<file path="src/rtl/scan_reg_bank.sv">
// Scannable parallel register with synchronous reset/preset, capture enable,
// and a shift-length counter that pulses SCAN_DONE once per full chain shift.
module scan_reg_bank #(
  parameter int               WIDTH     = 8,
  parameter logic [WIDTH-1:0] RESET_VAL = {WIDTH{1'b0}},
  parameter logic [WIDTH-1:0] SET_VAL   = {WIDTH{1'b1}},
  localparam int              CW        = $clog2(WIDTH)
) (
  input  logic             CLK,
  input  logic             RST,
  input  logic             SET,
  input  logic             SE,
  input  logic             SI,
  input  logic             EN,
  input  logic [WIDTH-1:0] D,
  output logic [WIDTH-1:0] Q,
  output logic [WIDTH-1:0] QN,
  output logic             SO,
  output logic [CW-1:0]    SHIFT_CNT,
  output logic             SCAN_DONE
);

  localparam logic [CW-1:0] LAST_CNT = CW'(WIDTH - 1);

  always_ff @(posedge CLK) begin
    if (RST) begin
      Q         <= RESET_VAL;
      SHIFT_CNT <= '0;
      SCAN_DONE <= 1'b0;
    end else if (SET) begin
      Q         <= SET_VAL;
      SHIFT_CNT <= '0;
      SCAN_DONE <= 1'b0;
    end else if (SE) begin
      Q <= {Q[WIDTH-2:0], SI};
      // Completing the last bit of a chain wraps the count and flags done.
      if (SHIFT_CNT == LAST_CNT) begin
        SHIFT_CNT <= '0;
        SCAN_DONE <= 1'b1;
      end else begin
        SHIFT_CNT <= SHIFT_CNT + CW'(1);
        SCAN_DONE <= 1'b0;
      end
    end else begin
      if (EN) Q <= D;
      SHIFT_CNT <= '0;
      SCAN_DONE <= 1'b0;
    end
  end

  assign QN = ~Q;
  assign SO = Q[WIDTH-1];

endmodule

</file>
<file path="config.mk">
export PLATFORM = sky130hd
export DESIGN_NAME = scan_reg_bank
export DESIGN_NICKNAME = d
export VERILOG_FILES = /design/src/rtl/scan_reg_bank.sv
export SDC_FILE = /design/constraint.sdc
export NUM_CORES = 1
export LEC_CHECK = 0
export BUFFER_PORTS_ARGS = -buffer_cell sky130_fd_sc_hd__clkbuf_2
export CELL_PAD_IN_SITES_DETAIL_PLACEMENT = 0
export CELL_PAD_IN_SITES_GLOBAL_PLACEMENT = 2
export CORE_MARGIN = 5
export CORE_UTILIZATION = 25
export CTS_BUF_LIST = sky130_fd_sc_hd__clkbuf_2 sky130_fd_sc_hd__clkbuf_4 sky130_fd_sc_hd__clkbuf_8
export CTS_CLUSTER_DIAMETER = 80
export DETAILED_ROUTE_END_ITERATION = 6
export GPL_TIMING_DRIVEN = 1
export HOLD_SLACK_MARGIN = 0.1
export MAX_ROUTING_LAYER = met4
export PLACE_DENSITY_LB_ADDON = 0.1
export SYNTH_ARGS = -nofsm -noshare
export SYNTH_HDL_FRONTEND = slang
export SYNTH_SLANG_ARGS = --single-unit
</file>
<file path="constraint.sdc">
create_clock -name CLK -period 2.64 [get_ports CLK]
set_clock_uncertainty 0.15 [all_clocks]
set_input_delay 0.66 -clock CLK [delete_from_list [all_inputs] [get_ports CLK]]
set_output_delay 0.66 -clock CLK [all_outputs]
set_load 0.02 [all_outputs]
</file>
-- Yosys cells after proc, flatten, opt, wreduce, memory -nomap -nowiden
Cells that the tools add are included.
- add/sub/neg operators: 1
- multipliers: 0
- divide/modulo/power cells: 0
- $lt $le $gt $ge: 0
- equal/unequal tests: 1
- shifts and indexed selects: 0
- multiplexer cells: 4
- bitwise logic cells: 2
- reductions and logical operators: 3
- operators with widths (operator ; count):
    two-way mux 8 bit ; 3
    NOT 8 bit ; 1
    OR reduction 4 bit ; 1
    adder 3 x 1 -> 3 bit (second input constant) ; 1
    == test 3 bit (second input constant) ; 1
    nonzero test 3 bit ; 1
    OR reduction 3 bit ; 1
    two-way mux 1 bit ; 1
    NOT 1 bit ; 1
- bits in registers: 12
- latch bits: 0
- RAM bits: 0
- ROM bits: 0
- input port bits: 14
- output and inout bits: 21
- memories kept: 0

-- Depth between registers and ports, before layout
Gate-level depths: netlist (run 1).
- depth after elaboration: 3
- mapped depth: 4

-- Least setup slack after synthesis (run 1)
Ideal clock, no wire load.
- path type: register -> output
- start point: register Q[7]
- end point: output Q[7]
- data arrival time: 0.637 ns
- data required time: 1.830 ns
- slack: 1.193 ns
- stages on the path, launching flop included: 2
- buffers on the path: 1
- cell sequence: dfxtp_1 buf_4
- RTL lines (element ; RTL line ; text):
    start: declaration ; 16 ; output logic [WIDTH-1:0] Q,
    start signal: assignment ; 35 ; Q <= {Q[WIDTH-2:0], SI};
No word-level cell between the ends.

-- Worst setup path in the final report (run 1)
- start point: register Q[5]
- end point: output QN[5]
- longest elaborated chain between the ends: 1
- RTL lines (element ; RTL line ; text):
    NOT 8 bit ; 51 ; assign QN = ~Q;
    end: declaration ; 17 ; output logic [WIDTH-1:0] QN,
Every way passes these cells.

==> impl_metrics.tcl, run 1 <==
set metrics [dict create \
    avgSynthCellArea_um2 10.03 \
    clkPwrFrac 0.328 \
    period_share 0.6308 \
    ant_nets 0 \
    dieArea_um2 3344 \
    final_hold_viol_count 0 \
    finalCriticalPeriod_ps 1665 \
    die_x_um 57.83 \
    crit_type "flip-flop to output port" \
    slew_headroom 0.6694 \
    die_y_um 57.83 \
    combPwrFrac 0.219 \
    peakVddDrop_uv 244.0 \
    initial_core_util 0.2610 \
    io_pins 35 \
    synth_cells 57 \
    cts_hold_buf 0 \
    syn_area_um2 571.8 \
    seqPwrFrac 0.453 \
    max_freq_mhz 600.5 \
    status "completed" \
    rsz0062_at_grt "no" \
    power.density_nw_per_um2 574.5 \
    cts_tree "yes" \
    cp.arrival_ps 860 \
    grt_pass1_wl_mm 2.352 \
    cp_max_fo 4 \
    grt.overflow.total 0 \
    cts.clk_slew.worst_paths_ps 80 \
    avgViaCountPerCell 4.407 \
    avgRoutedWirePerCell_um 11.54 \
    synthToLayoutAreaGrowth_pct 35.89 \
    swShare 0.2970 \
    root_buffer "clkbuf_4" \
    synth_cell_types 15 \
    syn_nets 73 \
    fill_cells 251 \
    setup_tns_ps 0 \
    end_kind "output port" \
    numPortBuffers 34 \
    antenna_cells 0 \
    grt_pass1_vias 486 \
    dr.pass1.iters 4 \
    final_layout_size_suffix_gt1_frac 0.4333 \
    coreArea_um2 2191 \
    fin_hold_ws_ps 388.6 \
    power.switching_w 0.0001326 \
    yosysWarnings 0 \
    cts.path.max_buffers 2 \
    nets 107 \
    num_vias 520 \
    setup_violations 0 \
    grt_max_degree 12 \
    drc 0 \
    initialDrtViolationCount 10 \
    min_path_type "flip-flop to flip-flop" \
    grt_usage 0.09326 \
    critPathRequiredTime_ps 1830 \
    cts_max_level 1 \
    maxCapViolations 0 \
    tightest_slew_ps 494.1 \
    gp_congestion 0.6957 \
    cts_buffers 3 \
    antenna_found_initial 0 \
    cp-start-kind "flip-flop" \
    power_w 0.0004464 \
    wl_mm 1.362 \
    cts_resized 0 \
    internal-power_w 0.0003138 \
    dp_hpwl_mm 1.054 \
    synth_seq_cells 12 \
    maxSlewViolCount 0 \
    cts.sinks 12 \
    utilization 0.3547 \
    cts_setup_buffers 0 \
    synth_seq_area_share 0.4201 \
    leakagePower_nw 0.4167 \
    rows 17 \
    clk_latency_ps 260 \
]
[routing by layer]
metal,track usage,routed length (µm)
met3,0.02673,133
met5,-,0
met2,0.1290,630
met1,0.1210,581
met4,0.04967,16
[cells by family after synthesis]
kind of cell    count (synthesis)  share of synthesized area
simple gates                   14                     0.1597
buf+inv                        13                     0.1160
flops                          12                     0.4201
compound gates                  8                     0.1204
mux                             8                     0.1400
fa+ha+maj                       2                    0.04376
[cells in the final DEF (no fill, tap or decap), drive strengths merged]
cell type / n
a221oi: 7
a211oi: 1
mux2i: 8
and2b: 1
and2: 2
nor3b: 1
ha: 2
nor4bb: 1
nor2: 8
inv: 8
nor4b: 1
clkbuf: 38
dfxtp: 12
[through the flow]
stage          cell area, µm²  worst slack, ps  instances
2_1_floorplan           571.8             1193         57
3_3_place_gp            740.7            824.3        114
3_5_place_dp            740.7            840.6        114
4_1_cts                 777.0            964.4        118
5_1_grt                 777.0            908.3        118
6_report                777.0            974.7        118
[cell type report]
type	instances	area [µm²]	share of cell area
multi-input cells	32	265.3	0.3414
inverters	8	30.03	0.03865
flip-flops and latches	12	240.2	0.3092
repair buffers	34	170.2	0.2190
clock buffers	4	36.28	0.04670
well taps	28	35.03	0.04509
[power groups by stage]
stage / Sequential (W) / Clock [W] / Combinational (W)
global placement: 0.000207 / 0 / 0.000100
global route: 0.000206 / 0.000162 / 0.000107
finish: 0.000202 / 0.000146 / 0.0000977
floorplan: 0.000219 / 0 / 0.0000539
CTS: 0.000203 / 0.000152 / 0.0000997
detailed placement: 0.000207 / 0 / 0.0000995
[critical path, cell delays in order, from the launching register on]
cell and delay (ps):
dfxtp_1 390, inv_1 50, clkbuf_2 150
[state kept, by name, summed over array words and instances (netlist names)]
| signal | cells |
|---|---|
| SHIFT_CNT | 3 |
| Q | 8 |
| SCAN_DONE | 1 |
[Yosys cell counts (all sizes together)]
cell,instances,area share
nor4bb,1,0.018
mux2i,8,0.14
and2b,1,0.013
buf,5,0.063
dfxtp,12,0.42
nor3b,1,0.013
and2,2,0.022
a221oi,7,0.11
ha,2,0.044
inv,8,0.053
nor4b,1,0.042
a211oi,1,0.013
nor2,8,0.053
[final timing paths]
| kind | cells after the start | slack (ps) | startpoint | to |
|---|---|---|---|---|
| worst max register to register | 4 | 1270 | SHIFT_CNT[0]$_SDFF_PP0_ | SHIFT_CNT[1]$_SDFF_PP0_ |
| worst min-delay path | 1 | 390 | SHIFT_CNT[0]$_SDFF_PP0_ | SHIFT_CNT[0]$_SDFF_PP0_ |
| worst min register to register | 1 | 390 | SHIFT_CNT[0]$_SDFF_PP0_ | SHIFT_CNT[0]$_SDFF_PP0_ |
| worst max-delay path | 2 | 970 | Q[5]$_SDFFE_PP0P_ | QN[5] |
(Power assumes the default switching activity.)
==> run 2: changes to the inputs <==
ABC_AREA = 1   (was not set)
CORE_UTILIZATION = 19   (was 25)
clock period = 1.4 ns   (was 2.64 ns; I/O delays follow)
==> impl_metrics.tcl, run 2 <==
set metrics [dict create \
    synthXorXnorAreaFrac 0 \
    setup_violations 0 \
    multi_input_area_um2 302.8 \
    grt_use_met1 0.1246 \
    globalRouteMet3Util 0.02867 \
    num_vias 690 \
    final_hold_viol_count 0 \
    worstPathCellList "inv_1, buf_4" \
    critical_path.top_delay_family "flip-flops" \
    path_buf_inv 2 \
    ant_nets 0 \
    die_y_um 66.86 \
    critPathRequiredTime_ps 900 \
    yosysWarnings 0 \
    antenna_cells 0 \
    cts_buffers 3 \
    rsz0062_at_grt "yes" \
    met2_usage 0.1535 \
    synth_seq_area_share 0.3910 \
    avgViaCountPerCell 3.855 \
    status "completed" \
    synthToLayoutAreaGrowth_pct 47.45 \
    maxSlewViolCount 0 \
    grt_max_degree 11 \
    initialDrtViolationCount 26 \
    end_kind "output port" \
    final_layout_size_suffix_gt1_frac 0.4000 \
    syn_nets 112 \
    final_common_cell "clkbuf_2" \
    gp_congestion 0.6894 \
    synthAdderAreaFrac 0.04073 \
    wl_mm 2.004 \
    largest_reg_flops 8 \
    finalCriticalPeriod_ps 1336 \
    cp_max_fo 3 \
    dp_hpwl_mm 1.494 \
    cts_tree "yes" \
    tightest_slew_ps 231.7 \
    slew_headroom 0.8441 \
    avgRoutedWirePerCell_um 11.20 \
    synth_cells 96 \
    cp-start-kind "flip-flop" \
    rows 20 \
    synth_cell_types 13 \
    synth-compound-area-share 0.008147 \
    seqCellArea_um2 250.2 \
    dr.pass1.iters 4 \
    numPortBuffers 34 \
    synth.area.top_cells "dfxtp_1 39%, nand2_1 16%, nor2_1 12%" \
    synth.top_cell.area_share 0.3910 \
    dieArea_um2 4470 \
    maxCapViolations 0 \
    power_w 0.0008993 \
    avgSynthCellArea_um2 6.399 \
    fill_cells 375 \
    muxShareOfSynthArea 0 \
    grt_busiest_layer "met2" \
    grt.overflow.total 0 \
    synth_seq_cells 12 \
    antenna_found_initial 0 \
    crit_type "flip-flop to output port" \
    top_register "Q" \
    grt_pass1_wl_mm 3.187 \
    top_regs "Q x8, SHIFT_CNT x3, SCAN_DONE x1" \
    peakVddDrop_uv 243.3 \
    synth_most_common_cell "nand2_1" \
    cts.clk_slew.worst_paths_ps 90 \
    cp_slowest_cell "dfxtp_2" \
    io_pins 35 \
    drc 0 \
    final_cell_mix "30 x clkbuf_2, 27 x nand2_1, 19 x nor2_1" \
    cts_max_level 1 \
    cts.sinks 12 \
    max_freq_mhz 748.6 \
    leakagePower_nw 0.4923 \
    coreArea_um2 3078 \
    synthFlopType "dfxtp_1" \
    nets 152 \
    period_share 0.9541 \
    critPathMaxStageDelay_ps 350 \
    syn_area_um2 614.3 \
    cts_setup_buffers 0 \
    root_buffer "clkbuf_4" \
    clk_latency_ps 280 \
    cp.arrival_ps 840 \
    synth_top_family_by_area "simple AND/OR/NAND/NOR gates" \
    yosys-top-cells-count "27 x nand2_1, 19 x nor2_1, 14 x nand3_1" \
    cts.path.max_buffers 2 \
    synth_edf_count 0 \
    min_path_type "input pin to flip-flop" \
    synth-simple-area-share 0.4440 \
    grt_pass1_vias 679 \
    grt_usage 0.1013 \
    dpl_cell_area_um2 839.6 \
    die_x_um 66.86 \
    initial_core_util 0.1996 \
    async_flop_share 0 \
    power.density_nw_per_um2 992.7 \
    fin_area_um2 905.9 \
    synth_area_leader_cell "dfxtp_1" \
]
==> run 2: cell count changes after synthesis, moves of 2 or more <==
cell and change:
and2_1 -2, nand3_1 +14, nor2_1 +11, inv_1 +3, mux2i_1 -8, buf_2 -2, a221oi_1 -7, nand2_1 +27
inv_2 +4
==> run 2: through the flow <==
step	hold WS, ps	worst slack (ps)	util	TNS (ps)	instances
finish	137.6	64.25	0.2943	0	179
global route	127.1	-5.828	0.2943	-5.828	179
CTS	116.0	3.308	0.2878	0	179
detailed placement	292.4	121.4	0.2728	0	174
global placement	284.4	147.5	0.2728	0	174
floorplan	276.4	167.3	-	0	96
==> run 2: cell families (layout without fill, tap and decap cells) <==
logic type,count (synthesis),in the layout
AO/OA/AOI/OAI,1,1
adder cells (fa/ha/maj),2,2
buffers and inverters,17,56
flip-flops,12,12
AND/OR/NAND/NOR,64,64
==> run 2: final timing paths <==
path / cells after the start / end / startpoint / slack [ps]
setup / recovery: 2 / QN[1] / Q[1]$_SDFFE_PP0P_ / 60
hold / removal: 2 / SCAN_DONE$_SDFF_PP0_ / SET / 140
setup reg to reg: 5 / SHIFT_CNT[2]$_SDFF_PP0_ / SHIFT_CNT[0]$_SDFF_PP0_ / 170
hold reg to reg: 1 / SHIFT_CNT[0]$_SDFF_PP0_ / SHIFT_CNT[0]$_SDFF_PP0_ / 300
==> run 2: report_power, final <==
group	internal [W]	total [W]	leakage, nW	switching, W
registers	0.000367	0.000382	0.101	0.0000151
clock network	0.000158	0.000292	0.0210	0.000134
logic	0.0000803	0.000225	0.370	0.000145
total	0.000605	0.000899	0.492	0.000294
==> run 2: layer usage <==
layer	wire [µm]	share of wire
met2	879	0.44
met3	132	0.066
met4	17	0.0085
met5	0	0
met1	975	0.49
==> run 2: area by class of cell <==
class	instances	area share
clock buffers	4	0.04006
inverters	15	0.06492
multi-input cells	67	0.3343
flip-flops and latches	12	0.2762
well taps	44	0.06077
repair buffers	37	0.2238
==> run 2: timing repair <==
item	4_1_cts	5_1_grt
hold endpoints to repair	1	0
endpoints found under the setup margin	0	11
hold buffers	1	0
gates resized for setup	0	16
==> run 3: changes to the inputs <==
CELL_PAD_IN_SITES_DETAIL_PLACEMENT = 1   (was 0)
CELL_PAD_IN_SITES_GLOBAL_PLACEMENT = 1   (was 2)
CORE_UTILIZATION = 26   (was 19)
==> impl_metrics.tcl, run 3 (synthesized netlist as in run 2, its figures left out) <==
set metrics [dict create \
    min_path_type "input pin to flip-flop" \
    grt_max_degree 11 \
    top_register "Q" \
    maxCapViolations 0 \
    end_kind "output port" \
    drc 0 \
    status "completed" \
    die_y_um 58.61 \
    grt.overflow.total 0 \
    final_hold_viol_count 0 \
    setup_violations 0 \
    power.density_nw_per_um2 1028 \
    holdPathStages 2 \
    rr_worst_depth 5 \
    cp.arrival_ps 860 \
    r2r_start "SHIFT_CNT[0]$_SDFF_PP0_" \
    nets 151 \
    synthToLayoutAreaGrowth_pct 40.53 \
    grt_pass1_vias 690 \
    critPathRequiredTime_ps 900 \
    cts.path.max_buffers 2 \
    gp_congestion 0.7146 \
    numPortBuffers 34 \
    instances_no_fill 162 \
    cts.clk_slew.worst_paths_ps 90 \
    crit_start "Q[5]$_SDFFE_PP0P_" \
    grt_usage 0.1262 \
    preCtsSetupSlack_ps 131.9 \
    avgViaCountPerCell 4.259 \
    ant_nets 0 \
    slew_headroom 0.8594 \
    peakVddDrop_uv 821.6 \
    seqCellArea_um2 247.7 \
    critPathMaxStageDelay_ps 340 \
    cts_tree "yes" \
    coreArea_um2 2233 \
    utilization 0.3866 \
    tightest_slew_ps 208.9 \
    r2r_slack_ps 160 \
    initialDrtViolationCount 10 \
    endpoint "QN[5]" \
    root_buffer "clkbuf_4" \
    period_share 0.9703 \
    cts_max_level 1 \
    cts_hold_buf 0 \
    placed_cells 158 \
    r2r_end "SHIFT_CNT[2]$_SDFF_PP0_" \
    io_pins 35 \
    die_x_um 58.61 \
    dr.pass1.iters 4 \
    antenna_found_initial 0 \
    antenna_cells 0 \
    avgRoutedWirePerCell_um 11.85 \
    dieArea_um2 3435 \
    largest_reg_flops 8 \
    final_layout_size_suffix_gt1_frac 0.3881 \
    initial_core_util 0.2751 \
    fill_cells 311 \
    cp_slowest_cell "dfxtp_2" \
    cp_max_fo 3 \
    cp-start-kind "flip-flop" \
    top_regs "Q x8, SHIFT_CNT x3, SCAN_DONE x1" \
    final_cell_mix "32 x clkbuf_2, 27 x nand2_1, 19 x nor2_1" \
    final_common_cell "clkbuf_2" \
    max_freq_mhz 736.2 \
    clk_latency_ps 280 \
    cts_setup_buffers 0 \
    wl_mm 1.920 \
    dp_hpwl_mm 1.447 \
    crit_type "flip-flop to output port" \
    finalCriticalPeriod_ps 1358 \
    cts.sinks 12 \
    worstPathCellList "inv_1, clkbuf_2" \
    rows 17 \
    cts_resized 0 \
    worst_slack_ps 41.61 \
    cts_buffers 3 \
    fin_hold_ws_ps 115.3 \
    grt_pass1_wl_mm 3.077 \
    multi_input_area_um2 302.8 \
    leakagePower_nw 0.4852 \
    num_vias 690 \
    maxSlewViolCount 0 \
]
run 3: worst min path at each step:
stage                                  startpoint                      end
final                                         RST     SCAN_DONE$_SDFF_PP0_
after global routing                          RST     SCAN_DONE$_SDFF_PP0_
after CTS                                     RST     SCAN_DONE$_SDFF_PP0_
after detailed placement  SHIFT_CNT[0]$_SDFF_PP0_  SHIFT_CNT[0]$_SDFF_PP0_
after global placement    SHIFT_CNT[0]$_SDFF_PP0_  SHIFT_CNT[0]$_SDFF_PP0_
after floorplan                               SET     SCAN_DONE$_SDFF_PP0_
run 3: worst max-delay path, delay by kind of cell, from the launching register on:
family                 cells  cell delay, ps
buffers and inverters      2             240
flip-flops                 1             340
run 3: layout make-up:
cell class | instances | share of cell area
Tap cell | 28 | 0.04058
Multi-Input combinational cell | 67 | 0.3507
Clock buffer | 4 | 0.04203
Inverter | 15 | 0.06522
Timing Repair Buffer | 36 | 0.2145
Sequential cell | 12 | 0.2870
run 3: metal layers:
layer,routed length [µm],vias to the layer above,track usage
li1,-,372,-
met2,858,23,0.1898
met1,865,291,0.1548
met3,149,4,0.03070
met4,46,0,0.06796
met5,0,-,-
run 3: per-stage QoR:
stage               total power, W  cell area, µm²  setup TNS (ps)
floorplan                0.0005213           614.3               0
global placement         0.0006063           819.5               0
detailed placement       0.0006081           819.5               0
CTS                      0.0008945           855.8               0
global route             0.0009512           863.3          -9.787
finish                   0.0008876           863.3               0
run 3: report_power, final:
group / switching, W / total, W / internal, W
Combinational: 0.000144 / 0.000218 / 0.0000741
Sequential: 0.0000153 / 0.000381 / 0.000366
Clock: 0.000130 / 0.000288 / 0.000158
